### src/rtl/regfile_pkg.sv
// Shared definitions for the X/Y register-file sequencer: opcode map, state
// encoding, instruction field positions and the opcode classifier.
package regfile_pkg;

  localparam int unsigned IW          = 16;
  localparam int unsigned OPCODE_W    = 6;
  localparam int unsigned REG_SEL_BIT = 9;
  localparam int unsigned CNT_W       = 4;

  localparam logic [OPCODE_W-1:0] OP_NOP    = 6'h00;
  localparam logic [OPCODE_W-1:0] OP_LDI    = 6'h01;
  localparam logic [OPCODE_W-1:0] OP_LD     = 6'h02;
  localparam logic [OPCODE_W-1:0] OP_ST     = 6'h03;
  localparam logic [OPCODE_W-1:0] OP_ALU_LO = 6'h04;
  localparam logic [OPCODE_W-1:0] OP_ALU_HI = 6'h0F;

  typedef enum logic [2:0] {
    IDLE, DECODE, RDREG, MEM, ALU, WB
  } state_e;

  typedef enum logic [2:0] {
    CL_NOP, CL_LDI, CL_LD, CL_ST, CL_ALU, CL_ILL
  } op_class_e;

  // Collapse the opcode space into the handful of behaviours the sequencer knows.
  function automatic op_class_e classify(input logic [OPCODE_W-1:0] op);
    op_class_e cls;
    cls = CL_ILL;
    if (op == OP_NOP)                         cls = CL_NOP;
    else if (op == OP_LDI)                    cls = CL_LDI;
    else if (op == OP_LD)                     cls = CL_LD;
    else if (op == OP_ST)                     cls = CL_ST;
    else if (op >= OP_ALU_LO && op <= OP_ALU_HI) cls = CL_ALU;
    return cls;
  endfunction

endpackage

### src/rtl/regfile_ctrl_tmo.sv
// Wait-cycle watchdog shared by the MEM and ALU states: loaded on entry,
// decremented each waiting cycle, flags the last permitted cycle.
module regfile_ctrl_tmo
  import regfile_pkg::*;
#(
  parameter int unsigned TMO = 15
) (
  input  logic clk,
  input  logic rst,
  input  logic start,
  input  logic clear,
  input  logic en,
  output logic expired
);

  logic [CNT_W-1:0] count;

  always_ff @(posedge clk or negedge rst) begin
    if (!rst)                      count <= '0;
    else if (start)                count <= CNT_W'(TMO);
    else if (clear)                count <= '0;
    else if (en && count != '0)    count <= count - CNT_W'(1);
  end

  // A count of one marks the final wait cycle; an ack in that cycle still wins.
  assign expired = (count == CNT_W'(1));

endmodule

### src/rtl/regfile_ctrl.sv
// Multicycle sequencer for the two-entry register file: accepts one instruction,
// drives rw and the one-hot write strobes, and handshakes with memory and the ALU.
module regfile_ctrl
  import regfile_pkg::*;
#(
  parameter int unsigned OPW = 6,
  parameter int unsigned TMO = 15
) (
  input  logic          clk,
  input  logic          rst,
  input  logic          instr_valid,
  output logic          instr_ready,
  input  logic [IW-1:0] instr,
  output logic          mem_req,
  output logic          mem_we,
  input  logic          mem_ack,
  output logic          alu_start,
  input  logic          alu_done,
  output logic          rw,
  output logic          lse,
  output logic          ldm,
  output logic          lacc,
  output logic          busy,
  output logic          err
);

  state_e          state;
  logic [IW-1:0]   ir;
  op_class_e       cls;
  logic            tmo_start;
  logic            tmo_clear;
  logic            tmo_en;
  logic            expired;
  logic            unused_operand;

  assign cls = classify(OPCODE_W'(ir[IW-1 -: OPW]));
  // Operand bits feed sign-extend/address logic elsewhere, not this block.
  assign unused_operand = ^ir[REG_SEL_BIT-1:0];

  assign tmo_start = ((state == DECODE) && (cls == CL_LD || cls == CL_ALU)) ||
                     (state == RDREG);
  assign tmo_clear = ((state == MEM) && mem_ack) || ((state == ALU) && alu_done);
  assign tmo_en    = (state == MEM) || (state == ALU);

  regfile_ctrl_tmo #(.TMO(TMO)) u_tmo (
    .clk     (clk),
    .rst     (rst),
    .start   (tmo_start),
    .clear   (tmo_clear),
    .en      (tmo_en),
    .expired (expired)
  );

  // State and every output update together so all outputs come straight from flops.
  always_ff @(posedge clk or negedge rst) begin
    if (!rst) begin
      state       <= IDLE;
      ir          <= '0;
      instr_ready <= 1'b0;
      rw          <= 1'b0;
      lse         <= 1'b0;
      ldm         <= 1'b0;
      lacc        <= 1'b0;
      mem_req     <= 1'b0;
      mem_we      <= 1'b0;
      alu_start   <= 1'b0;
      busy        <= 1'b0;
      err         <= 1'b0;
    end else begin
      lse       <= 1'b0;
      ldm       <= 1'b0;
      lacc      <= 1'b0;
      alu_start <= 1'b0;
      err       <= 1'b0;
      case (state)
        IDLE: begin
          instr_ready <= 1'b1;
          if (instr_valid && instr_ready) begin
            ir          <= instr;
            state       <= DECODE;
            instr_ready <= 1'b0;
            busy        <= 1'b1;
          end
        end
        DECODE: begin
          rw <= ir[REG_SEL_BIT];
          case (cls)
            CL_LDI: begin
              state <= WB;
              lse   <= 1'b1;
            end
            CL_LD: begin
              state   <= MEM;
              mem_req <= 1'b1;
              mem_we  <= 1'b0;
            end
            CL_ST:  state <= RDREG;
            CL_ALU: begin
              state     <= ALU;
              alu_start <= 1'b1;
            end
            default: begin
              state       <= IDLE;
              busy        <= 1'b0;
              instr_ready <= 1'b1;
              rw          <= 1'b0;
              err         <= (cls == CL_ILL);
            end
          endcase
        end
        // One cycle for the file output to settle on the new rw before the store.
        RDREG: begin
          state   <= MEM;
          mem_req <= 1'b1;
          mem_we  <= 1'b1;
        end
        MEM: begin
          if (mem_ack) begin
            mem_req <= 1'b0;
            mem_we  <= 1'b0;
            if (cls == CL_LD) begin
              state <= WB;
              ldm   <= 1'b1;
            end else begin
              state       <= IDLE;
              busy        <= 1'b0;
              instr_ready <= 1'b1;
              rw          <= 1'b0;
            end
          end else if (expired) begin
            mem_req     <= 1'b0;
            mem_we      <= 1'b0;
            err         <= 1'b1;
            state       <= IDLE;
            busy        <= 1'b0;
            instr_ready <= 1'b1;
            rw          <= 1'b0;
          end
        end
        ALU: begin
          if (alu_done) begin
            state <= WB;
            lacc  <= 1'b1;
          end else if (expired) begin
            err         <= 1'b1;
            state       <= IDLE;
            busy        <= 1'b0;
            instr_ready <= 1'b1;
            rw          <= 1'b0;
          end
        end
        default: begin
          state       <= IDLE;
          busy        <= 1'b0;
          instr_ready <= 1'b1;
          rw          <= 1'b0;
        end
      endcase
    end
  end

endmodule

### config.mk
export PLATFORM = sky130hd
export DESIGN_NAME = regfile_ctrl
export DESIGN_NICKNAME = d
export VERILOG_FILES = /design/src/rtl/regfile_pkg.sv /design/src/rtl/regfile_ctrl_tmo.sv /design/src/rtl/regfile_ctrl.sv
export SDC_FILE = /design/constraint.sdc
export NUM_CORES = 1
export LEC_CHECK = 0
export BUFFER_PORTS_ARGS = -buffer_cell sky130_fd_sc_hd__buf_4
export CAP_MARGIN = 20
export CORE_MARGIN = 5
export CORE_UTILIZATION = 55
export CTS_BUF_LIST = sky130_fd_sc_hd__clkbuf_8
export CTS_CLUSTER_DIAMETER = 30
export CTS_CLUSTER_SIZE = 20
export DETAILED_ROUTE_END_ITERATION = 16
export HOLD_SLACK_MARGIN = 0.1
export PLACE_DENSITY = 0.9
export SYNTH_ARGS = -nofsm -noshare
export SYNTH_HDL_FRONTEND = slang
export SYNTH_SLANG_ARGS = --single-unit
export TNS_END_PERCENT = 20
### constraint.sdc
create_clock -name clk -period 2.1 [get_ports clk]
set_input_delay 0.63 -clock clk [delete_from_list [all_inputs] [get_ports clk]]
set_output_delay 0.63 -clock clk [all_outputs]
set_load 0.02 [all_outputs]
# Yosys cells after proc, flatten, opt, wreduce, memory -nomap -nowiden

Index checks and enable logic that the tools add are counted.

Equality and inequality tests: 19
Mux-type cells: 54
Reduce and logical (&&, ||, !) cells: 22
Order comparisons: 2
Add/subtract/negate cells: 1
Bitwise gates (word level): 2

Operators with widths:

| operator           | number |
|---|---|
| $mux 1             | 34 |
| $mux 3             | 9 |
| $pmux 3 s5         | 1 |
| $eq 3x2->1 const B | 4 |
| $eq 6x2->1 const B | 2 |
| $mux 4             | 3 |
| $pmux 3 s4         | 1 |
| $pmux 1 s5         | 2 |
| $eq 3x3->1 const B | 3 |
| $pmux 1 s3         | 3 |
| $eq 3x1->1 const B | 2 |
| $eq 6x1->1 const B | 1 |
| $ge 6x3->1 const B | 1 |
| $le 6x4->1 const B | 1 |
| $logic_and 1x1->1  | 6 |
| $logic_not 6->1    | 1 |
| $ne 2x2->1 const B | 3 |
| $ne 3x3->1 const B | 2 |
| $reduce_and 3->1   | 2 |
| $reduce_bool 3->1  | 2 |
| $reduce_and 5->1   | 1 |
| $eq 4x1->1 const B | 1 |
| $logic_or 1x1->1   | 4 |
| $pmux 1 s4         | 1 |
| 9 further kinds    | 10 |

Output and inout port bits: 10
Logic and storage cells: 113
Register bits: 33
Input port bits: 21

# Depth between registers and ports, before layout

Depth after elaboration: 12
Gate-level depth with buffers: 6
Mapped depth without buffers: 6

# Hierarchy

From an unflattened synthesis, not the netlist that was laid out.

Cell total of the unflattened synthesis: 123
Area total of the unflattened synthesis: 1320.0 um2

By module, submodules not included:

| module           | times used | cells each | seq. area each (um2) | area each (um2) |
|---|---|---|---|---|
| regfile_ctrl     | 1          | 97         | 500.5                | 1043.5 |
| regfile_ctrl_tmo | 1          | 26         | 100.1                | 276.5 |

# Least setup slack after synthesis

No wires, ideal clock.

Kind: register -> register
From: register u_tmo.count[1]
To: register rw
Path buffers: 0
Setup slack: 359 ps
Required time: 1978 ps
Setup time: 122 ps
Arrival: 1619 ps
Stages on the path, launching flop included: 6
Period minus slack after synthesis: 1741 ps
Cell sequence: dfrtp_1 inv_1 ha_1 or3b_2 a2111o_1 a32o_1

Cells in the longest elaborated chain, start to end: 4
Elaborated cells on any way between the ends: 5
Those cells by class: eq/ne: 1; mux: 4

Ends and longest elaborated chain:

| item                   | line                   | RTL |
|---|---|---|
| from (decl)            | regfile_ctrl_tmo.sv:16 | `logic [CNT_W-1:0] count;` |
| from (signal assigned) | regfile_ctrl_tmo.sv:20 | `else if (start) count <= CNT_W'(TMO);` |
| from (signal assigned) | regfile_ctrl_tmo.sv:22 | `else if (en && count != '0) count <= count - CNT_W'(1);` |
| $eq 4x1->1 *           | regfile_ctrl_tmo.sv:26 | `assign expired = (count == CNT_W'(1));` |
| $mux 1 *               | -                      |  |
| $mux 1                 | -                      |  |
| $pmux 1 s4 *           | -                      |  |
| to (signal assigned)   | regfile_ctrl.sv:86     | `rw <= ir[REG_SEL_BIT];` |
| to (decl)              | regfile_ctrl.sv:19     | `output logic rw,` |

Every way passes the cells marked *; elsewhere a longest branch is shown, timed or not. The select of a mux whose other input is x is not followed.
A chain may end at the register's enable or synchronous reset.

# Final worst setup path

From: register state[1]
To: register busy

Cells in the longest elaborated chain, start to end: 3
Elaborated cells on any way between the ends: 12
Those cells by class: eq/ne: 8; mux: 1; bitwise: 1; reduce/logical: 2

Ends and longest elaborated chain:

| item                                         | line                | RTL |
|---|---|---|
| from (decl)                                  | regfile_ctrl.sv:27  | `state_e state;` |
| from (signal assigned)                       | regfile_ctrl.sv:57  | `state <= IDLE;` |
| from (signal assigned)                       | regfile_ctrl.sv:80  | `state <= DECODE;` |
| from (signal assigned)                       | regfile_ctrl.sv:89  | `state <= WB;` |
| $eq 3x2->1 (tied with other cells)           | regfile_ctrl.sv:75  | `case (state)` |
| $ne 3x3->1 (no line) (tied with other cells) | -                   |  |
| $reduce_and 5->1 (no line)                   | -                   |  |
| to (signal assigned)                         | regfile_ctrl.sv:67  | `busy <= 1'b0;` |
| to (signal assigned)                         | regfile_ctrl.sv:82  | `busy <= 1'b1;` |
| to (signal assigned)                         | regfile_ctrl.sv:104 | `busy <= 1'b0;` |
| to (decl)                                    | regfile_ctrl.sv:23  | `output logic busy,` |

Parallel ways exist; a longest one is shown, timed or not.

==> summary.txt <==
=====================================================================================================
Run status                                                                               finished, final reports clean
Path type of the worst min-delay path                                                    primary input to async pin
Clock insertion delay at the later pin of the skew report                                     0.26 ns
Clock Pin Slew Worst Setup and Hold Paths                                                     0.08 ns
Arrival time at the worst endpoint                                                            2.11 ns
Standard cell area after detailed placement                                                 1490 um^2
Sequential cell area fraction in the yosys report                                               45.8%
Synth Area in Simple Gates                                                                      17.6%
Max Fclk                                                                                    0.510 GHz
Top_reg_cell synth                                                                       sky130_fd_sc_hd__dfrtp_1
Number of instances in the synthesized netlist                                                    120
RSZ-0062 raised after global routing                                                               no
# diodes                                                                                            0
Proportion of synthesized area in mux cells                                                     6.86%
Root buffer cell                                                                         sky130_fd_sc_hd__clkbuf_8
Power share of the clock group                                                                  12.2%
Worst Tran Pin Value                                                                         0.525 ns
Final critical delay including setup and external delays                                      1.96 ns
Area of combinational cells with multiple inputs                                             643 um^2
Final worst path period share                                                                   93.4%
Remaining antenna violation count after routing                                                     0
Crit. End Element                                                                            register
Post-detailed-route DRC marker count                                                                0
Post-synthesis cell type with the largest combined area                                  sky130_fd_sc_hd__dfrtp_1
Layout area overhead                                                                            16.9%
Number of distinct library cell variants in the gate-level netlist after synthesis                 47
Synth Area in Compound Gates                                                                    19.6%
Post-Synthesis Mean Instance Area                                                           10.9 um^2
TritonCTS buffer count                                                                              3
Bufs on Longest Clock Path                                                                          2
Die area                                                                                    3460 um^2
Critical path class                                                                      register to register
Internal power of the cells                                                                   1260 uW
Number of DRC violations after detailed-routing iteration 0                                        49
Final count of hold timing violations                                                               0
Setup skew after layout                                                                    0.00206 ns
Number of global-route vias before repair                                                        1087
Global-route wire length before repair                                                        5100 um
Critical path data required time                                                              2.25 ns
CP peak stage delay                                                                           0.51 ns
Placement-stage worst setup slack                                                            0.133 ns
Comb power frac                                                                                 48.8%
Sequential cell fraction of total power                                                         38.9%
Post-Synthesis Net Count                                                                          144
Post-synthesis share of cell area spent on full adders, half adders and majority gates          2.86%
Final setup violation count                                                                         0
Number of levels the H-tree was split into                                                          1
# resized after CTS                                                                                 0
Die outline height                                                                            58.9 um
Cell type of the slowest stage on the worst timing path                                  sky130_fd_sc_hd__dfrtp_1
Category of cells accounting for the largest share of critical-path delay                compound AO/OA/AOI/OAI gates
Global placer's final weighted congestion                                                       0.884
Most frequent standard cell in the layout excluding fill and tap cells                   sky130_fd_sc_hd__buf_4
Post-synthesis share of cell area spent on xor and xnor gates                                   2.00%
Hold_buf cts                                                                                        0
Ranking of synthesized cells by area                                                     sky130_fd_sc_hd__dfrtp_1 (46%), sky130_fd_sc_hd__mux2_2 (6.9%), sky130_fd_sc_hd__ha_1 (2.9%)
Psw                                                                                            897 uW
Area taken by flip-flops and latches                                                         601 um^2
Mapped Area                                                                                 1310 um^2
Cells along the critical path                                                            buf_4, and4b_1, a31oi_1, o211ai_1, o32a_1
R2R cell count                                                                                      5
Area of the core                                                                            2250 um^2
Starting utilization of the core area                                                           58.2%
Register-to-Register Setup Slack                                                              0.14 ns
Count of vias placed by the detailed router                                                      1068
Proportion of layout cells with a drive suffix above 1                                          31.7%
Core Rows                                                                                          17
Count of flip-flops with a built-in enable after synthesis                                          0
Vias per Instance                                                                                6.28
Largest driver fanout on the critical path                                                         11
Area of all placed cells without fillers                                                    1530 um^2
Crit path buffers/inverters                                                                         1
Maximum ir drop on the vdd rail                                                              0.774 mV
Port bufs                                                                                          21
Slew HR                                                                                         64.7%
Commonest cells after routing, fill and taps aside                                       sky130_fd_sc_hd__buf_4 (25), sky130_fd_sc_hd__dfrtp_1 (24), sky130_fd_sc_hd__mux2_2 (8)
Count of fill cells added during filler insertion                                                 187
Final worst setup slack                                                                      0.138 ns
Detailed-routing iteration count for the pre-antenna-repair pass                                    4
Postcts setup bufs                                                                                  0
Largest net degree at the start of global routing                                                  25
Setup Total Neg Slack                                                                            0 ns
Detail-routed net length per standard cell                                                    18.0 um
Main combinational cell family by area after synthesis                                   compound AO/OA/AOI/OAI gates
CTS Sinks                                                                                          24
Nature of the critical path startpoint                                                       register
Leak                                                                                      0.000689 uW
Proportion of register bits with asynchronous set or reset after synthesis                       100%
Switching share of power                                                                        41.5%
Total Routing Usage GR                                                                          19.8%
Total of flip-flops plus latches after synthesis                                                   24
Total power density per cell area                                                        1410 nW/um^2
Number of antenna violations at the first check in global routing                                   0
Global route total overflow                                                                         0
Post-synth top area share                                                                       45.8%
Drt total wl                                                                                  3050 um
IO Count                                                                                           31
Layout net count                                                                                  168
Hold Slack                                                                                   0.249 ns
Syn. warnings                                                                                       0
Launching point of the worst reg2reg path                                                    state[1]
HPWL after detailed placement                                                                 2360 um
Number of maximum-capacitance constraint violations                                                 0
Overall die width                                                                             58.9 um
CTS tree                                                                                        built
Capture point of the worst reg-to-reg path                                                       busy
Pins Over Slew Limit                                                                                0
=====================================================================================================
[registers in the layout, indices dropped and copies added (netlist names)]
register and flops:
alu_start 1, busy 1, err 1, instr_ready 1, ir 7, lacc 1
ldm 1, lse 1, mem_req 1, mem_we 1, rw 1, state 3
u_tmo.count 4
[worst max path at each step]
stage,start,end,cells after the start
finish,state[1],busy,5
global route,u_tmo.count[1],mem_req,6
CTS,state[1],busy,5
detailed placement,alu_done,busy,5
global placement,alu_done,busy,5
floorplan,u_tmo.count[1],rw,5
[cells by family after synthesis]
kind of cell / after synthesis
adder cells (fa/ha/maj): 3
multiplexers: 8
flip-flops: 24
XOR/XNOR: 3
buffers and inverters: 13
AO/OA/AOI/OAI: 34
AND/OR/NAND/NOR: 35
[worst register-to-register path, stage by stage (launching register included)]
cell,delay [ns]
sky130_fd_sc_hd__dfrtp_1,0.51
sky130_fd_sc_hd__buf_4,0.23
sky130_fd_sc_hd__and4b_1,0.23
sky130_fd_sc_hd__a31oi_1,0.29
sky130_fd_sc_hd__o211ai_1,0.22
sky130_fd_sc_hd__o32a_1,0.37
[power groups by stage]
stage          logic (uW)  clock network (uW)  registers, uW
2_1_floorplan         752                   0            842
4_1_cts              1060                 269            840
6_report             1050                 264            842
3_3_place_gp          989                   0            826
5_1_grt              1150                 294            873
3_5_place_dp         1050                   0            847
[through the flow]
step	instances	power, uW	utilization, %
2_1_floorplan	120	1590	-
3_3_place_gp	167	1820	66.2
3_5_place_dp	167	1900	66.2
4_1_cts	170	2160	68.0
5_1_grt	170	2320	68.0
6_report	170	2160	68.0
[final cells by class]
| cell class | count | share of cell area, % |
|---|---|---|
| tap | 28 | 2.28 |
| timing repair buffer | 25 | 12.2 |
| multi-input combinational | 83 | 41.9 |
| sequential | 24 | 39.2 |
| inverter | 7 | 1.71 |
| clock buffer | 3 | 2.69 |
[synth_stat cells (3+ instances only)]
cell type	count
sky130_fd_sc_hd__mux2_2	8
sky130_fd_sc_hd__xnor2_1	3
sky130_fd_sc_hd__dfrtp_1	24
sky130_fd_sc_hd__nor2_1	7
sky130_fd_sc_hd__o21ai_0	7
sky130_fd_sc_hd__a21oi_1	5
sky130_fd_sc_hd__nor3_1	3
sky130_fd_sc_hd__ha_1	3
sky130_fd_sc_hd__inv_1	7
sky130_fd_sc_hd__nor2b_1	4
sky130_fd_sc_hd__nand2_1	4
[metal layers]
| layer | vias to the layer above | wire length (um) | global-route usage (%) |
|---|---|---|---|
| li1 | 493 | - | - |
| met1 | 504 | 1160 | 23.9 |
| met2 | 55 | 1540 | 32.2 |
| met3 | 16 | 232 | 3.95 |
| met4 | 0 | 121 | 12.3 |
| met5 | - | 0 | 0 |
Power figures use the tool's default switching activity.
